===== config.mk =====
export PLATFORM = sky130hd
export DESIGN_NAME = sched_sequencer
export DESIGN_NICKNAME = d
export VERILOG_FILES = /design/src/rtl/sched_sequencer.sv
export SDC_FILE = /design/constraint.sdc
export NUM_CORES = 1
export LEC_CHECK = 0
export ABC_AREA = 1
export BUFFER_PORTS_ARGS = -buffer_cell sky130_fd_sc_hd__buf_2
export CAP_MARGIN = 25
export CORE_MARGIN = 4
export CORE_UTILIZATION = 40
export DETAILED_ROUTE_END_ITERATION = 6
export SYNTH_ARGS = -nofsm -noshare
export SYNTH_HDL_FRONTEND = slang
export SYNTH_SLANG_ARGS = --single-unit

===== constraint.sdc =====
create_clock -name clk -period 3.1 [get_ports clk]
set_input_delay 0.155 -clock clk [delete_from_list [all_inputs] [get_ports clk]]
set_output_delay 0.155 -clock clk [all_outputs]
set_load 0.05 [all_outputs]

===== src/rtl/sched_sequencer.sv =====
// Programmable schedule sequencer: steps through a loadable control-word memory,
// driving ALU/MUL/LOG selects and register enables, then signals completion.
module sched_sequencer #(
  parameter int unsigned DEPTH = 16,
  parameter int unsigned SEL_W = 4,
  parameter int unsigned EN_W  = 8,
  localparam int unsigned AW   = $clog2(DEPTH),
  localparam int unsigned CW_W = 6 * SEL_W + EN_W + 6
) (
  input  logic              clk,
  input  logic              rst,
  input  logic              start,
  input  logic              hold,
  input  logic              prog_we,
  input  logic [AW-1:0]     prog_addr,
  input  logic [CW_W-1:0]   prog_data,
  output logic              op_ready,
  output logic              done_next,
  output logic              result_en,
  output logic              busy,
  output logic              err,
  output logic [SEL_W-1:0]  alu1_sel1,
  output logic [SEL_W-1:0]  alu1_sel2,
  output logic              alu1_op,
  output logic [SEL_W-1:0]  mul1_sel1,
  output logic [SEL_W-1:0]  mul1_sel2,
  output logic              mul1_op,
  output logic [SEL_W-1:0]  log1_sel1,
  output logic [SEL_W-1:0]  log1_sel2,
  output logic [1:0]        log1_op,
  output logic [EN_W-1:0]   reg_en
);

  localparam int unsigned AluS1 = 0;
  localparam int unsigned AluS2 = SEL_W;
  localparam int unsigned AluOp = 2 * SEL_W;
  localparam int unsigned MulS1 = 2 * SEL_W + 1;
  localparam int unsigned MulS2 = 3 * SEL_W + 1;
  localparam int unsigned MulOp = 4 * SEL_W + 1;
  localparam int unsigned LogS1 = 4 * SEL_W + 2;
  localparam int unsigned LogS2 = 5 * SEL_W + 2;
  localparam int unsigned LogOp = 6 * SEL_W + 2;
  localparam int unsigned RegEn = 6 * SEL_W + 4;
  localparam int unsigned ResEn = 6 * SEL_W + 4 + EN_W;
  localparam int unsigned Last  = CW_W - 1;

  localparam logic [1:0] StIdle = 2'd0;
  localparam logic [1:0] StRun  = 2'd1;
  localparam logic [1:0] StDone = 2'd2;

  logic [1:0]      state_q, state_d;
  logic [AW-1:0]   pc_q, pc_d;
  logic            err_q, err_d;
  logic [CW_W-1:0] mem [DEPTH];
  logic [CW_W-1:0] word;
  logic            in_idle, in_run, in_done;

  assign in_idle = (state_q == StIdle);
  assign in_run  = (state_q == StRun);
  assign in_done = (state_q == StDone);
  assign word    = mem[pc_q];

  always_comb begin
    state_d = state_q;
    pc_d    = pc_q;
    err_d   = err_q;
    unique case (state_q)
      StIdle: begin
        if (start) begin
          state_d = StRun;
          pc_d    = '0;
          err_d   = 1'b0;
        end
      end
      StRun: begin
        if (!hold) begin
          if (word[Last]) begin
            state_d = StDone;
          end else if (pc_q == AW'(DEPTH - 1)) begin
            // Ran off the end of the memory without a terminating word.
            state_d = StDone;
            err_d   = 1'b1;
          end else begin
            pc_d = pc_q + AW'(1);
          end
        end
      end
      StDone: begin
        state_d = StIdle;
        pc_d    = '0;
      end
      default: begin
        state_d = StIdle;
        pc_d    = '0;
      end
    endcase
  end

  always_ff @(posedge clk) begin
    if (rst) begin
      state_q <= StIdle;
      pc_q    <= '0;
      err_q   <= 1'b0;
    end else begin
      state_q <= state_d;
      pc_q    <= pc_d;
      err_q   <= err_d;
    end
  end

  // Memory is deliberately left out of reset so a program survives rst.
  always_ff @(posedge clk) begin
    if (!rst && in_idle && prog_we) begin
      mem[prog_addr] <= prog_data;
    end
  end

  always_comb begin
    op_ready  = in_idle;
    done_next = in_done;
    busy      = in_run || in_done;
    err       = err_q;
    alu1_sel1 = in_run ? word[AluS1 +: SEL_W] : '0;
    alu1_sel2 = in_run ? word[AluS2 +: SEL_W] : '0;
    alu1_op   = in_run ? word[AluOp] : 1'b0;
    mul1_sel1 = in_run ? word[MulS1 +: SEL_W] : '0;
    mul1_sel2 = in_run ? word[MulS2 +: SEL_W] : '0;
    mul1_op   = in_run ? word[MulOp] : 1'b0;
    log1_sel1 = in_run ? word[LogS1 +: SEL_W] : '0;
    log1_sel2 = in_run ? word[LogS2 +: SEL_W] : '0;
    log1_op   = in_run ? word[LogOp +: 2] : 2'b00;
    reg_en    = (in_run && !hold) ? word[RegEn +: EN_W] : '0;
    result_en = in_run && !hold && word[ResEn];
  end

endmodule

; Yosys cells after proc, flatten, opt, wreduce, memory -nomap -nowiden
; Memory sizes are Yosys's and may differ from the RTL's. A register that Yosys moved wholly into a read port is not among the register bits.
; Cells that the tools add are included.
[totals]
in_bits = 47
mem_bits_rw = 608
output_inout_bits = 41
word_cells = 55
mem_count = 1
ff_bits = 7
[mem_list]
columns = name, words, word_bits, rd, rd_ports_with_merged_regs, write_ports, line
row1 = mem, 16, 38, 1, 1, 1, 54  ; logic [CW_W-1:0] mem [DEPTH];
[classes]
n_addsub = 1
reduce_logical = 12
muxes = 29
eq_ne = 9
[op_table]
columns = cell, count
row1 = two-way mux 4 bit, 12
row2 = two-way mux 2 bit, 5
row3 = two-way mux 1 bit, 8
row4 = two-way mux 8 bit, 1
row5 = "inequality test 2 bit, second input constant", 4
row6 = one-hot mux 4 bit (2 select lines), 1
row7 = AND reduction 5 bit, 1
row8 = "adder 4 x 1 -> 4 bit, second input constant", 1
row9 = "== test 4 bit, second input constant", 1
row10 = logical AND 1 bit, 4
row11 = one-hot mux 2 bit (2 select lines), 1
row12 = AND reduction 4 bit, 1
row13 = "inequality test 3 x 2 -> 1 bit, second input constant", 1
row14 = AND reduction 3 bit, 1
row15 = "== test 2 x 1 -> 1 bit, second input constant", 1
row16 = "== test 2 bit, second input constant", 1
row17 = zero test 1 bit, 2
row18 = zero test 2 bit, 1
row19 = "inequality test 2 x 1 -> 1 bit, second input constant", 1
row20 = one-hot mux 1 bit (2 select lines), 1
row21 = nonzero test 2 bit, 1
row22 = logical OR 1 bit, 1

; Logic depth before layout (Yosys ltp)
; Gate-level depths: netlist of run 1.
[logic_depth]
word_depth = 7
ltp_mapped = 12
depth_no_buf = 11

; Worst setup path after synthesis of run 1
; OpenSTA, ideal clock, no wires.
[synth_path]
path_kind = flip-flop to flip-flop
from = reg state_q[0]
to = mem mem[0][0] (netlist name) (enable)
path_stages_with_launch = 7
arrival_ns = 2.958
period_less_slack_ns = 3.392
required_ns = 2.667
slack_ns = -0.292
setup_ns = 0.433
n_path_buf = 0
cell_sequence = dfxtp_1 > inv_1 > ha_1 > nand2_1 > nor2_1 > nand3_1 > nor2_1
[synth_via]
elab_chain_len = 5
[synth_lines]
columns = element, line
row1 = from (decl), 51  ; logic [1:0] state_q, state_d;
row2 = from (signal assigned), 101  ; state_q <= StIdle;
row3 = from (signal assigned), 105  ; state_q <= state_d;
row4 = zero test 2 bit, 58  ; assign in_idle = (state_q == StIdle);
row5 = via op_ready, 17  ; output logic op_ready,
row6 = logical AND 1 bit (2 in series), 113  ; if (!rst && in_idle && prog_we) begin
row7 = two-way mux 1 bit, 113
row8 = two-way mux 1 bit (not written as such), 114  ; mem[prog_addr] <= prog_data;
row9 = to (decl), 54
; The timed path passes the listed nets, and every way through them passes these cells.

==> tab_implementation.tex, run 1 <==
\begin{tabular}{lr}
\hline
Metric & Value \\
\hline
\multicolumn{2}{l}{\textbf{Outcome}} \\
Status & completed \\
\multicolumn{2}{l}{\textbf{Timing}} \\
Final count of negative-setup-slack endpoints & 0 \\
Tightest Pin Transition & 0.9148 ns \\
Worst slack on hold paths & 0.1122 ns \\
Min Clock Period, post-route & 2.968 ns \\
Maximum clock frequency & 337.0 MHz \\
Final period util & 95.73\% \\
Hold violation count in the final report & 0 \\
Setup repair after global routing missed its margin & false \\
Slew margin rel. & 39.01\% \\
Worst Clk Skew & 0.02182 ns \\
Max-slew violations & 0 \\
\multicolumn{2}{l}{\textbf{Setup path}} \\
Crit path kind & reg2out \\
Element type at the critical path start & flip-flop \\
Biggest cell delay along the critical path & 0.52 ns \\
Slowest cell on the critical path & dfxtp\_4 \\
Critical path capture point type & output pin \\
Cell Chain, Critical Path & buf\_12 > buf\_12 > o21ai\_0 > o221ai\_1 > o211ai\_1 > a21oi\_1 > buf\_2 \\
Arrival @ worst endpoint & 2.81 ns \\
Cell seen most often among critical-path stages & buf\_12 \\
Peak fanout along the critical path & 49 \\
Critical Path RT & 2.94 ns \\
\multicolumn{2}{l}{\textbf{Clock tree}} \\
Clk sink count & 619 \\
TritonCTS clock tree & done \\
Clock H-tree levels & 3 \\
Root cell of the clock tree & clkbuf\_16 \\
Clock-pin slew on the worst setup and hold paths & 0.05 ns \\
Clock insertion delay at the later pin of the skew report & 0.59 ns \\
TritonCTS Buffers & 66 \\
Clock buffer depth & 3 \\
\multicolumn{2}{l}{\textbf{Global route}} \\
Via count of the first global-routing pass & 15060 \\
Wire length of the first global-routing pass & 93560 um \\
Number of antenna violations at the first check in global routing & 4 \\
Total GRT Usage & 18.99\% \\
Final global-route overflow total & 0 \\
Maximum number of pins on one net before global-route repair & 107 \\
\multicolumn{2}{l}{\textbf{Routing}} \\
Wirelength per Cell & 23.24 um \\
Final antenna-violating net count & 0 \\
Post-DR vias/cell & 5.739 \\
Pre-Repair DR Iteration Count & 7 \\
DRC violation count after routing & 0 \\
Total via count after detailed routing & 15470 \\
Number of DRC violations after detailed-routing iteration 0 & 1499 \\
DRT Wirelength & 62670 um \\
\multicolumn{2}{l}{\textbf{Die}} \\
Height of the chip & 254.8 um \\
Row count & 90 \\
Starting density of the core & 40.36\% \\
Die area & 0.06492 mm2 \\
Total core area & 0.06036 mm2 \\
Die span in x & 254.8 um \\
Number of ports placed on the die boundary & 88 \\
\multicolumn{2}{l}{\textbf{Yosys}} \\
Net count after synthesis & 1802 \\
Predominant post-synthesis flop cell & edfxtp\_1 \\
Dominant combinational cell family by area after synthesis & compound AO/OA/AOI/OAI gates \\
Synth unique cells & 29 \\
Count of yosys warnings during synthesis & 0 \\
Post-synthesis register bit count & 619 \\
Synthesized-area fraction occupied by ao, oa, aoi and oai cells & 13.47\% \\
Portion of synthesized cell area occupied by the leading cell type & 74.94\% \\
Most frequent cell after synthesis & edfxtp\_1 \\
Basic-gate share of the synthesized area counting and, or, nand and nor cells & 6.800\% \\
Post-synthesis average cell area & 13.93 um2 \\
List of most frequent post-synthesis cells & 608 x edfxtp\_1, 325 x nor2\_1, 282 x o21ai\_0 \\
Main area contributors after synthesis & edfxtp\_1 75\%, o21ai\_0 5.8\%, nor2\_1 5.0\%, o221ai\_1 3.6\%, o211ai\_1 1.5\% \\
Count of flip-flops with a built-in enable after synthesis & 608 \\
Gate Count Post-Synth & 1749 \\
Proportion of synthesized flip-flops having asynchronous set or reset & 0\% \\
Cell type with the highest aggregate area in the netlist & edfxtp\_1 \\
Arithmetic-cell share of the synthesized area counting full adders, half adders and majority gates & 0.3082\% \\
Proportion of synthesized area in mux cells & 0\% \\
Summed instance area of the synthesized netlist & 0.02436 mm2 \\
Seq/Total Area, Yosys & 75.85\% \\
Xor and xnor fraction of the mapped netlist area & 0\% \\
\multicolumn{2}{l}{\textbf{Power and ir drop}} \\
Sequential fraction of design power & 40.1\% \\
Combinational group share of total power & 28.7\% \\
Cell internal power dissipation & 0.01558 W \\
Maximum ir drop on the vdd rail & 418.7 uV \\
Switching power share of the total & 33.94\% \\
Pwr per Cell Area & 832.9 mW/mm2 \\
Static leakage & 9.129 nW \\
Clock Power Share & 31.2\% \\
Switching pwr & 0.008002 W \\
\multicolumn{2}{l}{\textbf{Placement}} \\
Detail Placement HPWL & 30100 um \\
Number of buffers added on ports & 87 \\
Final weighted congestion of routability-driven global placement & 0.7348 \\
Total cell area at the placement stage & 0.02591 mm2 \\
\multicolumn{2}{l}{\textbf{Cells and area}} \\
Post-route standard cell area excluding fillers & 0.02831 mm2 \\
Fraction of final layout cells sized beyond drive strength 1 & 12.72\% \\
Multi-input gate area & 0.005136 mm2 \\
Fill count & 5240 \\
Final net count & 1916 \\
Layout Area Growth over Synthesis & 16.20\% \\
Sequential cell area & 0.01849 mm2 \\
\multicolumn{2}{l}{\textbf{Worst hold path}} \\
Worst hold path class & in2reg \\
\multicolumn{2}{l}{\textbf{Job}} \\
MaxCap Viol Count & 0 \\
\hline
\end{tabular}
routing by layer:
metal / global-route usage, % / vias up / part of all wire [%]
li1: - / 6927 / -
met1: 26.10 / 7825 / 42
met2: 31.58 / 628 / 49
met3: 3.182 / 91 / 6.8
met4: 5.331 / 0 / 1.9
met5: 0 / - / 0
power groups by stage:
stage	clock (W)	combinational [W]	sequential (W)
after global placement	0	0.00659	0.00962
after detailed placement	0	0.00669	0.00963
after CTS	0.00751	0.00676	0.00946
after global routing	0.00787	0.00736	0.00947
after floorplan	0	0.00481	0.00959
final	0.00736	0.00676	0.00946
metrics by stage:
stage / setup slack (ns) / setup TNS, ns / total power (W) / cells / utilization [%]
after floorplan: -0.2915 / -177.24 / 0.01440 / 1749 / -
after global placement: 0.6711 / 0 / 0.01621 / 2538 / 42.93
after detailed placement: 0.6932 / 0 / 0.01632 / 2538 / 42.93
after CTS: 0.04476 / 0 / 0.02372 / 2692 / 46.86
after global routing: 0.01923 / 0 / 0.02469 / 2695 / 46.90
final: 0.1322 / 0 / 0.02358 / 2696 / 46.90
cell usage in the layout, fill, tap and decap left out, drive strengths merged, types with 4 or more instances in the layout:
master,Yosys,layout
a21oi,47,47
buf,57,135
bufinv,0,4
clkbuf,71,89
clkinv,1,19
dfxtp,11,11
diode,0,4
dlygate4sd3,0,39
edfxtp,608,608
ha,6,6
inv,33,36
nand2,41,41
nand3,50,50
nor2,325,325
o211ai,48,48
o21ai,300,300
o221ai,100,100
o22ai,48,48
flip-flops by register name (all words and copies together), names as in the netlist, named ones only:
signal	cells
state_q	2
pc_q	4
err	1
mem	608
final cells by class:
type / count / area share [%]
Antenna cell: 4 / 0.03536
Clock buffer: 89 / 6.214
Clock inverter: 26 / 0.8000
Inverter: 34 / 0.4950
Multi-Input combinational cell: 968 / 18.14
Sequential cell: 619 / 65.31
Tap cell: 782 / 3.456
Timing Repair Buffer: 174 / 5.542
worst paths after layout:
check | start | end | slack, ns | depth (start not counted)
max | flip-flop | result_en | 0.13 | 7
min | hold | err | 0.11 | 6
max reg2reg | state_q[0] | mem[13][16] | 0.73 | 7
min reg2reg | err | err | 0.46 | 2
logic make-up (layout without fill, tap and decap cells):
group / Yosys count / count (layout)
adder cells (fa/ha/maj): 6 / 6
AND/OR/NAND/NOR: 418 / 418
other: 0 / 4
flip-flops: 619 / 619
buffers and inverters: 162 / 323
AO/OA/AOI/OAI: 544 / 544
worst max-delay path: cells and delay by family, from the launching register on:
family / cells / cell delay (ns)
AOI/OAI and AO/OA: 4 / 0.87
buffers and inverters: 3 / 0.82
DFF: 1 / 0.52
what timing repair did:
action                     in CTS  in global routing
resized for setup               0                  4
hold buffers                   39                  0
hold endpoints to repair      619                  0
buffers inserted                0                  0
setup endpoints to repair       0                 10
(Power assumes the default switching activity.)
==> inputs of run 2 (changes only) <==
--- a/config.mk
+++ b/config.mk
@@ -7,7 +7,7 @@
 export LEC_CHECK = 0
 export ABC_AREA = 1
 export BUFFER_PORTS_ARGS = -buffer_cell sky130_fd_sc_hd__buf_2
-export CAP_MARGIN = 25
+export CAP_MARGIN = 10
 export CORE_MARGIN = 4
 export CORE_UTILIZATION = 40
 export DETAILED_ROUTE_END_ITERATION = 6
==> constraint.sdc (replaced) <==
create_clock -name clk -period 3.1 [get_ports clk]
set_input_delay 0.465 -clock clk [delete_from_list [all_inputs] [get_ports clk]]
set_output_delay 0.465 -clock clk [all_outputs]
set_load 0.05 [all_outputs]
==> tab_implementation.tex, run 2 (synthesis results as in run 1) <==
\begin{tabular}{lr}
\hline
Metric & Value \\
\hline
\multicolumn{2}{l}{\textbf{Timing}} \\
Hold violation count in the final report & 0 (unchanged) \\
Tightest Pin Transition & 0.4717 ns (was 0.9148 ns) \\
Final period util & 99.70\% (was 95.73\%) \\
Min Clock Period, post-route & 3.091 ns (was 2.968 ns) \\
Max-slew violations & 0 (unchanged) \\
Slew margin rel. & 68.47\% (was 39.01\%) \\
Maximum clock frequency & 323.6 MHz (was 337.0 MHz) \\
Setup repair after global routing missed its margin & true (was false) \\
Setup total negative slack & 0 ns (unchanged) \\
Final count of negative-setup-slack endpoints & 0 (unchanged) \\
Worst slack on hold paths & 0.2428 ns (was 0.1122 ns) \\
Worst Clk Skew & 0.02481 ns (was 0.02182 ns) \\
\multicolumn{2}{l}{\textbf{Worst hold path}} \\
Cell depth of the worst hold path & 1 (was 6) \\
Worst hold path class & in2reg (unchanged) \\
\multicolumn{2}{l}{\textbf{Die}} \\
Die span in x & 254.8 um (unchanged) \\
Starting density of the core & 40.36\% (unchanged) \\
Row count & 90 (unchanged) \\
Total core area & 0.06036 mm2 (unchanged) \\
Die area & 0.06492 mm2 (unchanged) \\
Height of the chip & 254.8 um (unchanged) \\
Number of ports placed on the die boundary & 88 (unchanged) \\
\multicolumn{2}{l}{\textbf{Clock tree}} \\
Clock-pin slew on the worst setup and hold paths & 0.06 ns (was 0.05 ns) \\
TritonCTS Buffers & 66 (unchanged) \\
Clock H-tree levels & 3 (unchanged) \\
Clock insertion delay at the later pin of the skew report & 0.60 ns (was 0.59 ns) \\
TritonCTS clock tree & done (unchanged) \\
Root cell of the clock tree & clkbuf\_16 (unchanged) \\
Clk sink count & 619 (unchanged) \\
Clock buffer depth & 3 (unchanged) \\
\multicolumn{2}{l}{\textbf{Global route}} \\
Final global-route overflow total & 0 (unchanged) \\
Via count of the first global-routing pass & 14890 (was 15060) \\
Wire length of the first global-routing pass & 93760 um (was 93560 um) \\
Maximum number of pins on one net before global-route repair & 73 (was 107) \\
Number of antenna violations at the first check in global routing & 4 (unchanged) \\
Total GRT Usage & 19.36\% (was 18.99\%) \\
\multicolumn{2}{l}{\textbf{Routing}} \\
Final antenna-violating net count & 0 (unchanged) \\
Pre-Repair DR Iteration Count & 7 (unchanged) \\
Post-DR vias/cell & 5.697 (was 5.739) \\
DRC violation count after routing & 1 (was 0) \\
Number of DRC violations after detailed-routing iteration 0 & 1402 (was 1499) \\
Wirelength per Cell & 23.87 um (was 23.24 um) \\
DRT Wirelength & 63720 um (was 62670 um) \\
Total via count after detailed routing & 15210 (was 15470) \\
\multicolumn{2}{l}{\textbf{Power and ir drop}} \\
Switching power share of the total & 33.32\% (was 33.94\%) \\
Sequential fraction of design power & 38.8\% (was 40.1\%) \\
Cell internal power dissipation & 0.01638 W (was 0.01558 W) \\
Maximum ir drop on the vdd rail & 391.0 uV (was 418.7 uV) \\
Pwr per Cell Area & 863.8 mW/mm2 (was 832.9 mW/mm2) \\
Static leakage & 9.169 nW (was 9.129 nW) \\
Switching pwr & 0.008184 W (was 0.008002 W) \\
Clock Power Share & 32.7\% (was 31.2\%) \\
Combinational group share of total power & 28.5\% (was 28.7\%) \\
\multicolumn{2}{l}{\textbf{Cells and area}} \\
Top register by number of flip-flops & mem (unchanged) \\
Final net count & 1887 (was 1916) \\
Regs by FF count & mem (608), pc\_q (4), state\_q (2) (unchanged) \\
Leading cell type in the layout, fill and taps excluded & edfxtp\_1 (unchanged) \\
Fin cells & 2670 (was 2696) \\
Number of flip-flops under the largest register name & 608 (unchanged) \\
Layout Area Growth over Synthesis & 16.73\% (was 16.20\%) \\
Fraction of final layout cells sized beyond drive strength 1 & 14.54\% (was 12.72\%) \\
Commonest cells after routing, fill and taps aside & 608 x edfxtp\_1, 309 x nor2\_1, 282 x o21ai\_0, 100 x o221ai\_1, 71 x clkbuf\_16 (was 608 x edfxtp\_1, 309 x nor2\_1, 282 x o21ai\_0, 100 x o221ai\_1, 87 x buf\_2) \\
\multicolumn{2}{l}{\textbf{Placement}} \\
Final weighted congestion of routability-driven global placement & 0.7436 (was 0.7348) \\
Placed cell count & 2544 (was 2538) \\
Number of buffers added on ports & 87 (unchanged) \\
Detail Placement HPWL & 30940 um (was 30100 um) \\
\multicolumn{2}{l}{\textbf{Outcome}} \\
Violated checks & DRC \\
Status & finished with violations (was completed) \\
\multicolumn{2}{l}{\textbf{Setup path}} \\
Crit path kind & reg2out (unchanged) \\
Critical Path RT & 2.63 ns (was 2.94 ns) \\
Arrival @ worst endpoint & 2.63 ns (was 2.81 ns) \\
Element type at the critical path start & flip-flop (unchanged) \\
Peak fanout along the critical path & 29 (was 49) \\
Cell depth of the worst flop-to-flop path & 7 (unchanged) \\
Critical path capture point type & output pin (unchanged) \\
\multicolumn{2}{l}{\textbf{Job}} \\
MaxCap Viol Count & 0 (unchanged) \\
\hline
\end{tabular}
run 2: cell types whose count changed in the layout (fill, tap and decap cells not counted), sizes merged, moves of 2 or more:
cell,delta
buf,+7
bufinv,+5
clkbuf,-2
clkinv,+4
dlygate4sd3,-39
run 2: path summary, 6_finish.rpt:
kind / to / startpoint / slack (ns)
max: log1_sel1[2] / flip-flop / 0.009
min: mem[2][22] / prog_data[22] / 0.24
max reg2reg: mem[0][1] / state_q[0] / 0.84
min reg2reg: err / err / 0.46
run 2: what timing repair did:
item	CTS	global route
gates resized for setup	26	21
hold buffers	0	0
buffers inserted	3	0
setup endpoints to repair	35	20
pin swaps	0	1
gates cloned	1	0
run 2: through the flow:
stage                     utilization, %  total power, W  cell area [um2]  worst slack (ns)
after CTS                          47.02         0.02462            28380         -0.008713
final                              47.12         0.02457            28440          0.009386
after global placement             43.12         0.01633            26030            0.4584
after detailed placement           43.12         0.01642            26030            0.3882
after floorplan                        -         0.01440            24360           -0.2915
after global routing               47.10         0.02567            28430          -0.05805
run 2: cell type report:
cell class	count	area (um2)
Antenna cell	3	7.507
Clock buffer	85	1829
Clock inverter	34	386.6
Fill cell	5204	31920
Inverter	34	153.9
Multi-Input combinational cell	968	5171
Sequential cell	619	18490
Tap cell	782	978.4
Timing Repair Buffer	144	1410
Timing Repair inverter	1	11.26
run 2: worst max-delay path: stages (launching register included):
cell      delay (ns)
dfxtp_4         0.55
buf_12          0.16
buf_6           0.22
nor2_1          0.09
o22ai_1         0.17
o211ai_1        0.10
a21oi_1         0.37
clkbuf_4        0.34
run 2: metal layers:
metal / routed length, um / GRT usage [%] / vias up
met4: 1612 / 6.360 / 2
met1: 26740 / 26.34 / 7620
li1: - / - / 6859
met3: 4769 / 3.926 / 122
met5: 10 / 0 / -
met2: 30590 / 31.53 / 609
run 2: power groups by stage:
stage / registers (W) / clock network [W] / logic (W)
final: 0.00953 / 0.00804 / 0.00699
after global routing: 0.00954 / 0.00853 / 0.00760
after CTS: 0.00952 / 0.00817 / 0.00693
after global placement: 0.00969 / 0 / 0.00664
after floorplan: 0.00959 / 0 / 0.00481
after detailed placement: 0.00970 / 0 / 0.00672
==> inputs of run 3 (changes only) <==
--- a/config.mk
+++ b/config.mk
@@ -11,6 +11,7 @@
 export CORE_MARGIN = 4
 export CORE_UTILIZATION = 40
 export DETAILED_ROUTE_END_ITERATION = 6
+export PLACE_DENSITY = 0.69
 export SYNTH_ARGS = -nofsm -noshare
 export SYNTH_HDL_FRONTEND = slang
 export SYNTH_SLANG_ARGS = --single-unit
==> tab_implementation.tex, run 3 (synthesis results as in run 1) <==
\begin{tabular}{lr}
\hline
Metric & Value \\
\hline
\multicolumn{2}{l}{\textbf{Outcome}} \\
Status & completed (was finished with violations) \\
\multicolumn{2}{l}{\textbf{Clock tree}} \\
TritonCTS clock tree & done (unchanged) \\
Clk sink count & 619 (unchanged) \\
Clock insertion delay at the later pin of the skew report & 0.65 ns (was 0.60 ns) \\
Clock H-tree levels & 2 (was 3) \\
Root cell of the clock tree & clkbuf\_16 (unchanged) \\
Clock buffer depth & 3 (unchanged) \\
TritonCTS Buffers & 61 (was 66) \\
Clock-pin slew on the worst setup and hold paths & 0.06 ns (about the same) \\
\multicolumn{2}{l}{\textbf{Timing}} \\
Slew margin rel. & 52.10\% (was 68.47\%) \\
Maximum clock frequency & 325.3 MHz (was 323.6 MHz) \\
Setup repair after global routing missed its margin & true (unchanged) \\
Worst-case setup margin in the final layout & 0.02546 ns (was 0.009386 ns) \\
Min Clock Period, post-route & 3.075 ns (was 3.091 ns) \\
Final period util & 99.18\% (was 99.70\%) \\
Tightest Pin Transition & 0.7186 ns (was 0.4717 ns) \\
Worst Clk Skew & 0.04919 ns (was 0.02481 ns) \\
Max-slew violations & 0 (unchanged) \\
Hold violation count in the final report & 0 (unchanged) \\
Final count of negative-setup-slack endpoints & 0 (unchanged) \\
\multicolumn{2}{l}{\textbf{Setup path}} \\
Startpoint of the worst-slack reg-to-reg timing path & state\_q[1] (was state\_q[0]) \\
Peak fanout along the critical path & 41 (was 29) \\
Setup crit end & log1\_sel2[3] (was log1\_sel1[2]) \\
Biggest cell delay along the critical path & 0.51 ns (was 0.55 ns) \\
Crit path kind & reg2out (unchanged) \\
Cell Chain, Critical Path & buf\_6 > o21ai\_0 > o221ai\_1 > o211ai\_1 > a21oi\_2 > buf\_2 (was buf\_12 > buf\_6 > nor2\_1 > o22ai\_1 > o211ai\_1 > a21oi\_1 > clkbuf\_4) \\
Count of buffering cells on the critical path with inverters included & 2 (was 3) \\
Arrival @ worst endpoint & 2.61 ns (was 2.63 ns) \\
Reg-to-reg setup timing slack & 0.58 ns (was 0.84 ns) \\
Cell depth of the worst flop-to-flop path & 7 (unchanged) \\
Capture point of the worst reg-to-reg path & mem[0][5] (was mem[0][1]) \\
Cell family with the largest share of critical-path delay & compound AO/OA/AOI/OAI gates (was buffers and inverters) \\
Levels on crit path & 6 (was 7) \\
Critical Path RT & 2.63 ns (about the same) \\
Element type at the critical path start & flip-flop (unchanged) \\
Critical path capture point type & output pin (unchanged) \\
Slowest cell on the critical path & dfxtp\_4 (unchanged) \\
\multicolumn{2}{l}{\textbf{Job}} \\
MaxCap Viol Count & 0 (unchanged) \\
\multicolumn{2}{l}{\textbf{Routing}} \\
Number of DRC violations after detailed-routing iteration 0 & 1840 (was 1402) \\
Final antenna-violating net count & 0 (unchanged) \\
Pre-Repair DR Iteration Count & 5 (was 7) \\
Total via count after detailed routing & 15550 (was 15210) \\
DRC violation count after routing & 0 (was 1) \\
Detailed-routing wirelength on met1 & 24820 um (was 26740 um) \\
DRT Wirelength & 62830 um (was 63720 um) \\
Total length of routed met3 wires & 4840 um (was 4769 um) \\
Highest metal layer with signal wires & met5 (unchanged) \\
Met2 Wirelength & 30950 um (was 30590 um) \\
Post-DR vias/cell & 5.796 (was 5.697) \\
Wirelength per Cell & 23.43 um (was 23.87 um) \\
\multicolumn{2}{l}{\textbf{Power and ir drop}} \\
Maximum ir drop on the vdd rail & 519.5 uV (was 391.0 uV) \\
Final Power & 0.02405 W (was 0.02457 W) \\
Pwr per Cell Area & 849.1 mW/mm2 (was 863.8 mW/mm2) \\
Static leakage & 9.149 nW (was 9.169 nW) \\
\multicolumn{2}{l}{\textbf{Die}} \\
Total core area & 0.06036 mm2 (unchanged) \\
Height of the chip & 254.8 um (unchanged) \\
Die area & 0.06492 mm2 (unchanged) \\
Number of ports placed on the die boundary & 88 (unchanged) \\
Starting density of the core & 40.36\% (unchanged) \\
Row count & 90 (unchanged) \\
Die span in x & 254.8 um (unchanged) \\
\multicolumn{2}{l}{\textbf{Cells and area}} \\
Top register by number of flip-flops & mem (unchanged) \\
Commonest cells after routing, fill and taps aside & 608 x edfxtp\_1, 309 x nor2\_1, 282 x o21ai\_0, 100 x o221ai\_1, 64 x clkbuf\_16 (was 608 x edfxtp\_1, 309 x nor2\_1, 282 x o21ai\_0, 100 x o221ai\_1, 71 x clkbuf\_16) \\
Regs by FF count & mem (608), pc\_q (4), state\_q (2) (unchanged) \\
Final net count & 1898 (was 1887) \\
Number of flip-flops under the largest register name & 608 (unchanged) \\
Fraction of final layout cells sized beyond drive strength 1 & 15.34\% (was 14.54\%) \\
Leading cell type in the layout, fill and taps excluded & edfxtp\_1 (unchanged) \\
Post-route standard cell area excluding fillers & 0.02832 mm2 (was 0.02844 mm2) \\
Layout Area Growth over Synthesis & 16.25\% (was 16.73\%) \\
\multicolumn{2}{l}{\textbf{Global route}} \\
Final global-route overflow total & 0 (unchanged) \\
Via count of the first global-routing pass & 14960 (was 14890) \\
Total GRT Usage & 18.72\% (was 19.36\%) \\
Wire length of the first global-routing pass & 92400 um (was 93760 um) \\
Maximum number of pins on one net before global-route repair & 107 (was 73) \\
Number of antenna violations at the first check in global routing & 6 (was 4) \\
\multicolumn{2}{l}{\textbf{Placement}} \\
Total cell area at the placement stage & 0.02597 mm2 (was 0.02603 mm2) \\
Detail Placement HPWL & 31820 um (was 30940 um) \\
Place WS & 0.4432 ns (was 0.3882 ns) \\
Final weighted congestion of routability-driven global placement & 0.7851 (was 0.7436) \\
Number of buffers added on ports & 87 (unchanged) \\
\multicolumn{2}{l}{\textbf{Worst hold path}} \\
Cell depth of the worst hold path & 1 (unchanged) \\
Hold path startpoint & prog\_data[36] (was prog\_data[22]) \\
Worst hold path class & in2reg (unchanged) \\
\hline
\end{tabular}
-- run 3: cell count changes in the layout (fill, tap and decap cells not counted), sizes merged --
cell / change
buf: +9
bufinv: -6
clkinvlp: -1
inv: -1
clkinv: +6
clkbuf: +5
-- run 3: final cells by class --
| type | count | area [um2] |
|---|---|---|
| clock inverter | 33 | 287.8 |
| antenna | 3 | 7.507 |
| sequential | 619 | 18490 |
| clock buffer | 82 | 1687 |
| inverter | 34 | 151.4 |
| fill | 5165 | 32040 |
| timing repair buffer | 161 | 1535 |
| multi-input combinational | 968 | 5184 |
| tap | 782 | 978.4 |
-- run 3: report_power, final --
part	switching [W]	internal, W
Sequential	0.000122	0.00935
Clock	0.00310	0.00407
Combinational	0.00509	0.00231
Total	0.00831	0.0157
-- run 3: how the worst min path moves through the flow --
stage	end	slack (ns)
finish	mem[2][36]	0.19
global route	mem[2][36]	0.18
CTS	state_q[1]	0.14
detailed placement	err	0.46
global placement	err	0.45
floorplan	state_q[1]	0.48
-- run 3: stage by stage --
| stage | hold slack, ns | TNS (ns) | utilization [%] | instances |
|---|---|---|---|---|
| CTS | 0.1447 | -0.1142 | 46.64 | 2673 |
| global route | 0.1833 | -0.2466 | 46.91 | 2680 |
| floorplan | 0.4775 | -177.24 | - | 1749 |
| detailed placement | 0.4582 | 0 | 43.03 | 2552 |
| global placement | 0.4519 | 0 | 43.03 | 2552 |
| finish | 0.1891 | 0 | 46.92 | 2682 |
-- run 3: repair_timing --
item                                   CTS  global route
buffers inserted                         4             4
hold buffers                             0             0
endpoints found under the hold margin    0             0
cloned                                   2             2
setup endpoints to repair               37            37
gates resized for setup                 28            29
-- run 3: worst reg2reg max path, delay by kind of cell, from the launching register on --
| kind | cells | cell delay, ns |
|---|---|---|
| buf+inv | 2 | 0.42 |
| fa+ha+maj | 1 | 0.21 |
| flops | 1 | 0.32 |
| simple gates | 4 | 1.21 |
-- run 3: routing by layer --
metal	GRT usage [%]	vias up
met5	0	-
met4	7.358	4
met3	2.641	147
met2	31.36	776
met1	24.94	7741
li1	-	6877
